$ cat config.mk
export PLATFORM = sky130hd
export DESIGN_NAME = branch_update_scheduler_flat
export DESIGN_NICKNAME = d
export VERILOG_FILES = /design/src/rtl/branch_update_scheduler_if.sv /design/src/rtl/branch_update_scheduler.sv /design/src/flat_wrapper.sv
export SDC_FILE = /design/constraint.sdc
export NUM_CORES = 1
export LEC_CHECK = 0
export CORE_ASPECT_RATIO = 0.7
export CORE_MARGIN = 3
export CORE_UTILIZATION = 57
export CTS_BUF_LIST = sky130_fd_sc_hd__clkbuf_4
export CTS_CLUSTER_SIZE = 16
export DETAILED_ROUTE_END_ITERATION = 12
export PLACE_DENSITY_LB_ADDON = 0.1
export SYNTH_ARGS = -nofsm -noshare
export SYNTH_HDL_FRONTEND = slang
export SYNTH_SLANG_ARGS = --single-unit
$ cat constraint.sdc
create_clock -name clk -period 5.8 [get_ports clk]
set_clock_uncertainty 0.2 [all_clocks]
set_input_delay 0.87 -clock clk [delete_from_list [all_inputs] [get_ports clk]]
set_output_delay 0.87 -clock clk [all_outputs]
set_load 0.01 [all_outputs]
$ cat src/rtl/branch_update_scheduler_if.sv
// Port bundle between fetch/execute and the branch update scheduler.
// The producer side (fetch, execute) uses the master modport; the scheduler uses slave.
interface branch_update_scheduler_if #(
    parameter int QUEUE_DEPTH = 4,
    parameter int INDEX_WIDTH = 6
);
    logic                                   lookup_req;
    logic [INDEX_WIDTH-1:0]                 lookup_index;
    logic                                   lookup_grant;
    logic                                   upd_valid;
    logic [INDEX_WIDTH-1:0]                 upd_index;
    logic                                   upd_taken;
    logic                                   upd_ready;
    logic                                   tbl_en;
    logic                                   tbl_we;
    logic [INDEX_WIDTH-1:0]                 tbl_index;
    logic                                   tbl_wdata_taken;
    logic [$clog2(QUEUE_DEPTH+1)-1:0]       queue_count;

    modport master (
        output lookup_req, lookup_index, upd_valid, upd_index, upd_taken,
        input  lookup_grant, upd_ready, tbl_en, tbl_we, tbl_index, tbl_wdata_taken, queue_count
    );

    modport slave (
        input  lookup_req, lookup_index, upd_valid, upd_index, upd_taken,
        output lookup_grant, upd_ready, tbl_en, tbl_we, tbl_index, tbl_wdata_taken, queue_count
    );
endinterface

$ cat src/rtl/branch_update_scheduler.sv
// Shares one predictor-table port between fetch lookups and a FIFO of resolved
// branch updates. Lookups win by default; a starvation counter forces the head
// update out after STARVE_LIMIT consecutive lookup grants with updates pending.
module branch_update_scheduler #(
    parameter int QUEUE_DEPTH  = 4,
    parameter int INDEX_WIDTH  = 6,
    parameter int STARVE_LIMIT = 3
) (
    input logic                     clk,
    input logic                     reset,
    branch_update_scheduler_if.slave bus
);
    localparam int PTR_W = $clog2(QUEUE_DEPTH);
    localparam int CNT_W = $clog2(QUEUE_DEPTH+1);
    localparam int SC_W  = $clog2(STARVE_LIMIT+1);

    logic [PTR_W-1:0]       rd_ptr_q, rd_ptr_d;
    logic [PTR_W-1:0]       wr_ptr_q, wr_ptr_d;
    logic [CNT_W-1:0]       count_q, count_d;
    logic [SC_W-1:0]        starve_q, starve_d;

    // Queue payload is not reset: entries are only read once counted as valid.
    logic [INDEX_WIDTH-1:0] idx_mem_q [QUEUE_DEPTH];
    logic [QUEUE_DEPTH-1:0] taken_mem_q;

    logic empty_w;
    logic upd_ready_w;
    logic issue_upd_w;
    logic issue_lkp_w;
    logic enq_w;
    logic deq_w;

    // Arbitration: forced update when starved, else lookup, else drain the queue.
    always_comb begin
        empty_w     = (count_q == '0);
        upd_ready_w = !reset && (count_q < CNT_W'(QUEUE_DEPTH));
        issue_upd_w = 1'b0;
        issue_lkp_w = 1'b0;
        if (!reset) begin
            if (!empty_w && (starve_q == SC_W'(STARVE_LIMIT))) begin
                issue_upd_w = 1'b1;
            end else if (bus.lookup_req) begin
                issue_lkp_w = 1'b1;
            end else if (!empty_w) begin
                issue_upd_w = 1'b1;
            end
        end
        enq_w = bus.upd_valid && upd_ready_w;
        deq_w = issue_upd_w;
    end

    // Table port drive; everything is held at zero during reset or when idle.
    always_comb begin
        bus.lookup_grant    = 1'b0;
        bus.tbl_en          = 1'b0;
        bus.tbl_we          = 1'b0;
        bus.tbl_index       = '0;
        bus.tbl_wdata_taken = 1'b0;
        if (issue_upd_w) begin
            bus.tbl_en          = 1'b1;
            bus.tbl_we          = 1'b1;
            bus.tbl_index       = idx_mem_q[rd_ptr_q];
            bus.tbl_wdata_taken = taken_mem_q[rd_ptr_q];
        end else if (issue_lkp_w) begin
            bus.lookup_grant = 1'b1;
            bus.tbl_en       = 1'b1;
            bus.tbl_index    = bus.lookup_index;
        end
        bus.upd_ready   = upd_ready_w;
        bus.queue_count = count_q;
    end

    // Next-state for pointers, occupancy and the starvation counter.
    always_comb begin
        rd_ptr_d = rd_ptr_q;
        wr_ptr_d = wr_ptr_q;
        count_d  = count_q;
        starve_d = starve_q;
        if (enq_w) wr_ptr_d = wr_ptr_q + PTR_W'(1);
        if (deq_w) rd_ptr_d = rd_ptr_q + PTR_W'(1);
        case ({enq_w, deq_w})
            2'b10:   count_d = count_q + CNT_W'(1);
            2'b01:   count_d = count_q - CNT_W'(1);
            default: count_d = count_q;
        endcase
        if (issue_upd_w || empty_w) begin
            starve_d = '0;
        end else if (issue_lkp_w && (starve_q != SC_W'(STARVE_LIMIT))) begin
            starve_d = starve_q + SC_W'(1);
        end
    end

    // Control state register with synchronous reset.
    always_ff @(posedge clk) begin
        if (reset) begin
            rd_ptr_q <= '0;
            wr_ptr_q <= '0;
            count_q  <= '0;
            starve_q <= '0;
        end else begin
            rd_ptr_q <= rd_ptr_d;
            wr_ptr_q <= wr_ptr_d;
            count_q  <= count_d;
            starve_q <= starve_d;
        end
    end

    // Queue storage write on accepted update.
    always_ff @(posedge clk) begin
        if (enq_w) begin
            idx_mem_q[wr_ptr_q]   <= bus.upd_index;
            taken_mem_q[wr_ptr_q] <= bus.upd_taken;
        end
    end
endmodule

$ cat src/flat_wrapper.sv
// flat-port wrapper written by rule: the top's interface ports become plain ports
module branch_update_scheduler_flat 
#(
    parameter int QUEUE_DEPTH  = 4,
    parameter int INDEX_WIDTH  = 6,
    parameter int STARVE_LIMIT = 3
)
  (clk, reset, bus_lookup_req, bus_lookup_index, bus_upd_valid, bus_upd_index, bus_upd_taken, bus_lookup_grant, bus_upd_ready, bus_tbl_en, bus_tbl_we, bus_tbl_index, bus_tbl_wdata_taken, bus_queue_count);
  branch_update_scheduler_if #(.QUEUE_DEPTH(QUEUE_DEPTH), .INDEX_WIDTH(INDEX_WIDTH)) bus_i ();
  input logic clk;
  input logic reset;
  input wire logic [$bits(bus_i.lookup_req)-1:0] bus_lookup_req;
  input wire logic [$bits(bus_i.lookup_index)-1:0] bus_lookup_index;
  input wire logic [$bits(bus_i.upd_valid)-1:0] bus_upd_valid;
  input wire logic [$bits(bus_i.upd_index)-1:0] bus_upd_index;
  input wire logic [$bits(bus_i.upd_taken)-1:0] bus_upd_taken;
  output wire logic [$bits(bus_i.lookup_grant)-1:0] bus_lookup_grant;
  output wire logic [$bits(bus_i.upd_ready)-1:0] bus_upd_ready;
  output wire logic [$bits(bus_i.tbl_en)-1:0] bus_tbl_en;
  output wire logic [$bits(bus_i.tbl_we)-1:0] bus_tbl_we;
  output wire logic [$bits(bus_i.tbl_index)-1:0] bus_tbl_index;
  output wire logic [$bits(bus_i.tbl_wdata_taken)-1:0] bus_tbl_wdata_taken;
  output wire logic [$bits(bus_i.queue_count)-1:0] bus_queue_count;
  assign bus_i.lookup_req = bus_lookup_req;
  assign bus_i.lookup_index = bus_lookup_index;
  assign bus_i.upd_valid = bus_upd_valid;
  assign bus_i.upd_index = bus_upd_index;
  assign bus_i.upd_taken = bus_upd_taken;
  assign bus_lookup_grant = bus_i.lookup_grant;
  assign bus_upd_ready = bus_i.upd_ready;
  assign bus_tbl_en = bus_i.tbl_en;
  assign bus_tbl_we = bus_i.tbl_we;
  assign bus_tbl_index = bus_i.tbl_index;
  assign bus_tbl_wdata_taken = bus_i.tbl_wdata_taken;
  assign bus_queue_count = bus_i.queue_count;
  branch_update_scheduler #(.QUEUE_DEPTH(QUEUE_DEPTH), .INDEX_WIDTH(INDEX_WIDTH), .STARVE_LIMIT(STARVE_LIMIT)) u_core (.clk(clk), .reset(reset), .bus(bus_i));
endmodule
* After elaboration in Yosys (flattened, before gate mapping)
Memories as Yosys holds them, arrays and structs flattened. A register that Yosys moved wholly into a read port is not among the register bits.
Cells that the tools add are included.
** Word-level totals
- Register bits :: 13
- Memory bits (writable) :: 24
- Input port bits :: 17
- Word-level logic and storage cells :: 54
- Memories kept :: 1
** Operators by class
- Add/sub/neg operators :: 5
- Magnitude comparators :: 4
- Eq/ne operators :: 4
- Muxes and demuxes :: 24
- Reductions and logical operators :: 11
** Memories
- u_core.idx_mem_q :: depth 4, bits a word 6, read ports 1, clocked after memory_dff 1, wr ports 1, RTL line branch_update_scheduler.sv:23 : logic [INDEX_WIDTH-1:0] idx_mem_q [QUEUE_DEPTH];
** Operators by type and width (number)
- two-way mux 1 bit :: 16
- two-way mux 6 bit :: 2
- adder 2 x 1 -> 2 bit (second input constant) :: 3
- < comparator 2 x 3 -> 1 bit (second input constant) :: 2
- case mux 3 bit (2 select lines) :: 1
- logical AND 1 bit :: 5
- bitwise mux 4 bit :: 1
- equality test 2 bit (second input constant) :: 2
- two-way mux 2 bit :: 2
- adder 3 x 1 -> 3 bit (second input constant) :: 1
- logical NOT 3 bit :: 1
- < comparator 3 bit (second input constant) :: 1
- subtractor 3 x 1 -> 3 bit (second input constant) :: 1
- binary-select mux 1 bit (select 2 bit) :: 1
- demux 1 bit (select 2 bit) :: 1
- equality test 2 x 1 -> 1 bit (second input constant) :: 1
- greater-or-equal comparator 2 x 1 -> 1 bit (second input constant) :: 1
- logical NOT 1 bit :: 2
- != test 2 bit (second input constant) :: 1
- nonzero test 2 bit :: 1
- OR reduction 2 bit :: 1
- logical OR 1 bit :: 1

* Depth between registers and ports, before layout
- Word-level depth :: 7
- Gate-level depth with buffers :: 9

* Worst setup path before layout
No wires, ideal clock.
- Kind :: input-to-reg
- Start point :: input port bus_lookup_req
- End point :: register u_core.count_q[2], in the netlist u_core.bus.queue_count[2]
- Setup time :: 0.071 ns
- Arrival :: 2.774 ns
- Setup slack :: 2.755 ns
- Cell stages on the path :: 8
- Buffers on the path :: 0
- Cells stage by stage :: nor2b_1 nor3_2 ha_1 inv_1 fa_1 xor2_1 or3_2 a21oi_1
** On the way
- Longest elaborated chain between the ends :: 5
- Elaborated cells between the ends (all ways) :: 7
** Ends and longest elaborated chain
- from (decl) :: RTL line flat_wrapper.sv:12 : input wire logic [$bits(bus_i.lookup_req)-1:0] bus_lookup_req;
- two-way mux 1 bit (*) :: RTL line branch_update_scheduler.sv:42 : end else if (bus.lookup_req) begin
- two-way mux 1 bit (*) :: RTL line branch_update_scheduler.sv:40 : if (!empty_w && (starve_q == SC_W'(STARVE_LIMIT))) begin
- two-way mux 1 bit (*) :: RTL line branch_update_scheduler.sv:39 : if (!reset) begin
- equality test 2 x 1 -> 1 bit / equality test 2 bit (equally long branches) :: RTL line branch_update_scheduler.sv:81 : case ({enq_w, deq_w})
- case mux 3 bit (2 select lines) / nonzero test 2 bit (equally long branches)
- to (signal assigned) :: RTL line branch_update_scheduler.sv:103 : count_q <= count_d;
- to (decl) :: RTL line branch_update_scheduler.sv:19 : logic [CNT_W-1:0] count_q, count_d;
Mark *: on every way between the ends. The rest lies on a longest branch, timed or not.
A chain may end at the register's enable or synchronous reset.

* Worst setup path in the final report
- Start point :: input port reset
- End point :: output port bus_tbl_index[1]
** On the way
- Longest elaborated chain between the ends :: 3
- Elaborated cells between the ends (all ways) :: 4
** Ends and longest elaborated chain
- from (decl) :: RTL line flat_wrapper.sv:11 : input logic reset;
- two-way mux 1 bit :: RTL line branch_update_scheduler.sv:39
- two-way mux 6 bit :: RTL line branch_update_scheduler.sv:64 : end else if (issue_lkp_w) begin
- two-way mux 6 bit (*) :: RTL line branch_update_scheduler.sv:59 : if (issue_upd_w) begin
- to (decl) :: RTL line flat_wrapper.sv:21 : output wire logic [$bits(bus_i.tbl_index)-1:0] bus_tbl_index;
Marks and branches as above.

==> impl_metrics.yaml <==
outcome:
  outcome: "finished clean"
yosys:
  synth-adder-area-share_pct: 5.753
  synth-simple-area-share_pct: 8.554
  synthXorXnorAreaFrac_pct: 1.590
  syn_area_per_cell_um2: 15.74
  yosysSeqAreaShare_pct: 64.19
  ys_ff_latch: 39
  yosysWarningCount: 0
  synthCells: 105
  synth_nets: 129
  synth_cell_type_count: 28
  synth_compound_area_share_pct: 7.873
  synthMuxAreaShare_pct: 9.538
  synth_top_family_by_area: "multiplexers"
  syn_area_um2: 1653
drt:
  drt_iter0_drc: 74
  drt_first_pass_iters: 4
  wl_per_cell_um: 18.93
  top_layer: "met4"
  route.met3.wl_um: 248
  met2_length_um: 1723
  route.layer.met1.wl_um: 1269
  drc: 0
  vias: 1022
  ant_nets: 0
  vias_per_cell: 5.840
  drt_wl_total_um: 3313
global_route:
  grt_pass1_wl_um: 5430
  grt_usage_pct: 21.43
  antenna_found_initial: 0
  grt_max_degree: 14
  grt_pass1_vias: 1076
  grt-ovfl-total: 0
placement:
  place_ws_ns: 1.754
  gp_congestion: 0.6962
  place_hpwl_um: 2442
  io_buffer_count: 30
  placed_cells: 167
cts:
  hold_buffers: 0
  cts_root_buf: "clkbuf_4"
  clkSlewWorstSetupHoldPaths_ns: 0.11
  cts-buffers-inserted: 5
  cts.path.max_buffers: 2
  cts_setup_buffers: 0
  cts_max_level: 2
  clkSinkCount: 39
  cts_resized: 0
  tritoncts: "yes"
  clock_latency_ns: 0.34
power_and_ir_drop:
  finalPower_uw: 548.3
  p_seq_share_pct: 59.0
  power_leakage_nw: 0.6878
  peakVddDrop_v: 0.0002073
  power.share.clock_pct: 24.6
  switching_share_pct: 25.23
  p_switching_uw: 138.3
  combPwrFrac_pct: 16.4
  cellPowerDensity_nw_per_um2: 269.0
  p_int_uw: 410.0
finish:
  drive_gt1_share_pct: 17.02
  diodes: 0
  layout_commonest_cell: "clkdlybuf4s50_1"
  finish.net_count: 164
  num-fill-cells: 159
  finalNonFillerCells: 175
  most-common-layout-cells: "clkdlybuf4s50_1 (30), edfxtp_1 (28), dfxtp_1 (11)"
  area_growth_syn_to_layout_pct: 23.32
setup_path:
  cp.required_ns: 4.73
  r2r_setup_slack_ns: 2.76
  cp.arrival_ns: 2.97
  critPathLaunchType: "input port"
  r2r_cells: 9
  r2r_start: "u_core.starve_q[0]"
  r2r_end: "u_core.bus.queue_count[2]"
  worstPathMaxFanout: 13
  cp-end-kind: "primary output"
  timing_worst_setup_path_type: "input port to primary output"
run:
  maxCapViolations: 0
sta:
  min_period_ns: 4.038
  holdWs_ns: 0.2431
  rsz0062_at_grt: "false"
  setup_slack_ns: 1.762
  max_slew_margin_pct: 57.24
  setup_violations: 0
  post-route-period-util_pct: 69.62
  drv_slew: 0
  hold_viol: 0
  tns_ns: 0
  max_slew.worst_pin.slew_ns: 0.6379
  max_freq_ghz: 0.2476
floorplan:
  start_util_pct: 63.36
  rows: 15
  fp.dieW_um: 70.36
  io_pins: 31
  die_h_um: 51.06
  die_area_um2: 3592
  coreArea_um2: 2609
hold_path:
  hold_depth: 1
  worstHoldStart: "u_core.starve_q[0]"
  min_path_type: "flop to flop"
  hold_end: "u_core.starve_q[0]"
-- synthesized netlist by cell type --
cell type  number  share of area (%)
o21ai_0         2               0.61
a21oi_1         6                1.8
xor2_1          2                1.1
o31ai_1         2               0.91
mux4_2          7                9.5
nor2_1          5                1.1
nor2b_1         1               0.38
inv_1           8                1.8
a22o_2          5                3.0
a22o_1          1               0.53
a21oi_4         1               0.98
nand2_1         1               0.23
ha_1            6                4.5
clkbuf_1        1               0.23
nor3b_2         1               0.76
buf_4           1               0.45
nor3_2          2                1.2
edfxtp_1       28                 51
dfxtp_1        11                 13
or4_1           1               0.45
nand2b_1        1               0.38
or3_1           2               0.76
xnor2_1         1               0.53
nor4_1          1               0.38
fa_1            1                1.2
or3_2           1               0.45
and2_1          5                1.9
nor4b_1         1               0.53
-- flip-flops by register name (all words and copies together) (netlist names), named ones only --
name                    count
u_core.wr_ptr_q             2
u_core.bus.queue_count      3
u_core.rd_ptr_q             2
u_core.idx_mem_q           24
u_core.taken_mem_q          4
u_core.starve_q             2
-- layer usage --
metal	vias to the layer above	global-route usage [%]
li1	470	-
met1	498	25.53
met2	45	36.49
met3	9	5.305
met4	0	11.15
met5	-	0
-- stage by stage --
stage	instance area (um^2)	util, %
2_1_floorplan	1653	-
3_3_place_gp	1984	76.07
3_5_place_dp	1984	76.07
4_1_cts	2038	78.13
5_1_grt	2038	78.13
6_report	2038	78.13
-- layout make-up --
class | instances | area (um^2) | area share [%]
clock buffers | 6 | 45.04 | 2.210
clock inverters | 2 | 8.758 | 0.4297
inverters | 8 | 30.03 | 1.473
multi-input cells | 56 | 550.5 | 27.01
flip-flops and latches | 39 | 1061 | 52.06
well taps | 34 | 42.54 | 2.087
repair buffers | 30 | 300.3 | 14.73
-- worst max path at each step --
stage	cells past startpoint	slack [ns]	endpoint	startpoint
floorplan	8	2.76	u_core.bus.queue_count[2]	bus_lookup_req
global placement	4	1.77	bus_tbl_index[2]	reset
detailed placement	4	1.75	bus_tbl_index[1]	reset
CTS	4	1.75	bus_tbl_index[1]	reset
global route	4	1.62	bus_tbl_index[1]	reset
finish	4	1.76	bus_tbl_index[1]	reset
-- power by group through the flow --
stage | combinational [mW] | clock, mW | sequential, mW
5_1_grt | 0.0982 | 0.148 | 0.326
3_5_place_dp | 0.0899 | 0 | 0.330
3_3_place_gp | 0.0858 | 0 | 0.328
6_report | 0.0901 | 0.135 | 0.323
4_1_cts | 0.0907 | 0.137 | 0.324
2_1_floorplan | 0.0537 | 0 | 0.325
-- cell families after synthesis --
| family | Yosys count |
|---|---|
| AND/OR/NAND/NOR | 22 |
| XOR/XNOR | 3 |
| multiplexers | 7 |
| flip-flops | 39 |
| buffers and inverters | 10 |
| AO/OA/AOI/OAI | 17 |
| adder cells (fa/ha/maj) | 7 |
-- worst max-delay path, cell delays in order --
cell and delay, ns:
clkdlybuf4s50_1 0.64, nor3_2 0.65, a22o_2 0.25, clkdlybuf4s50_1 0.55
(Power assumes the default switching activity.)
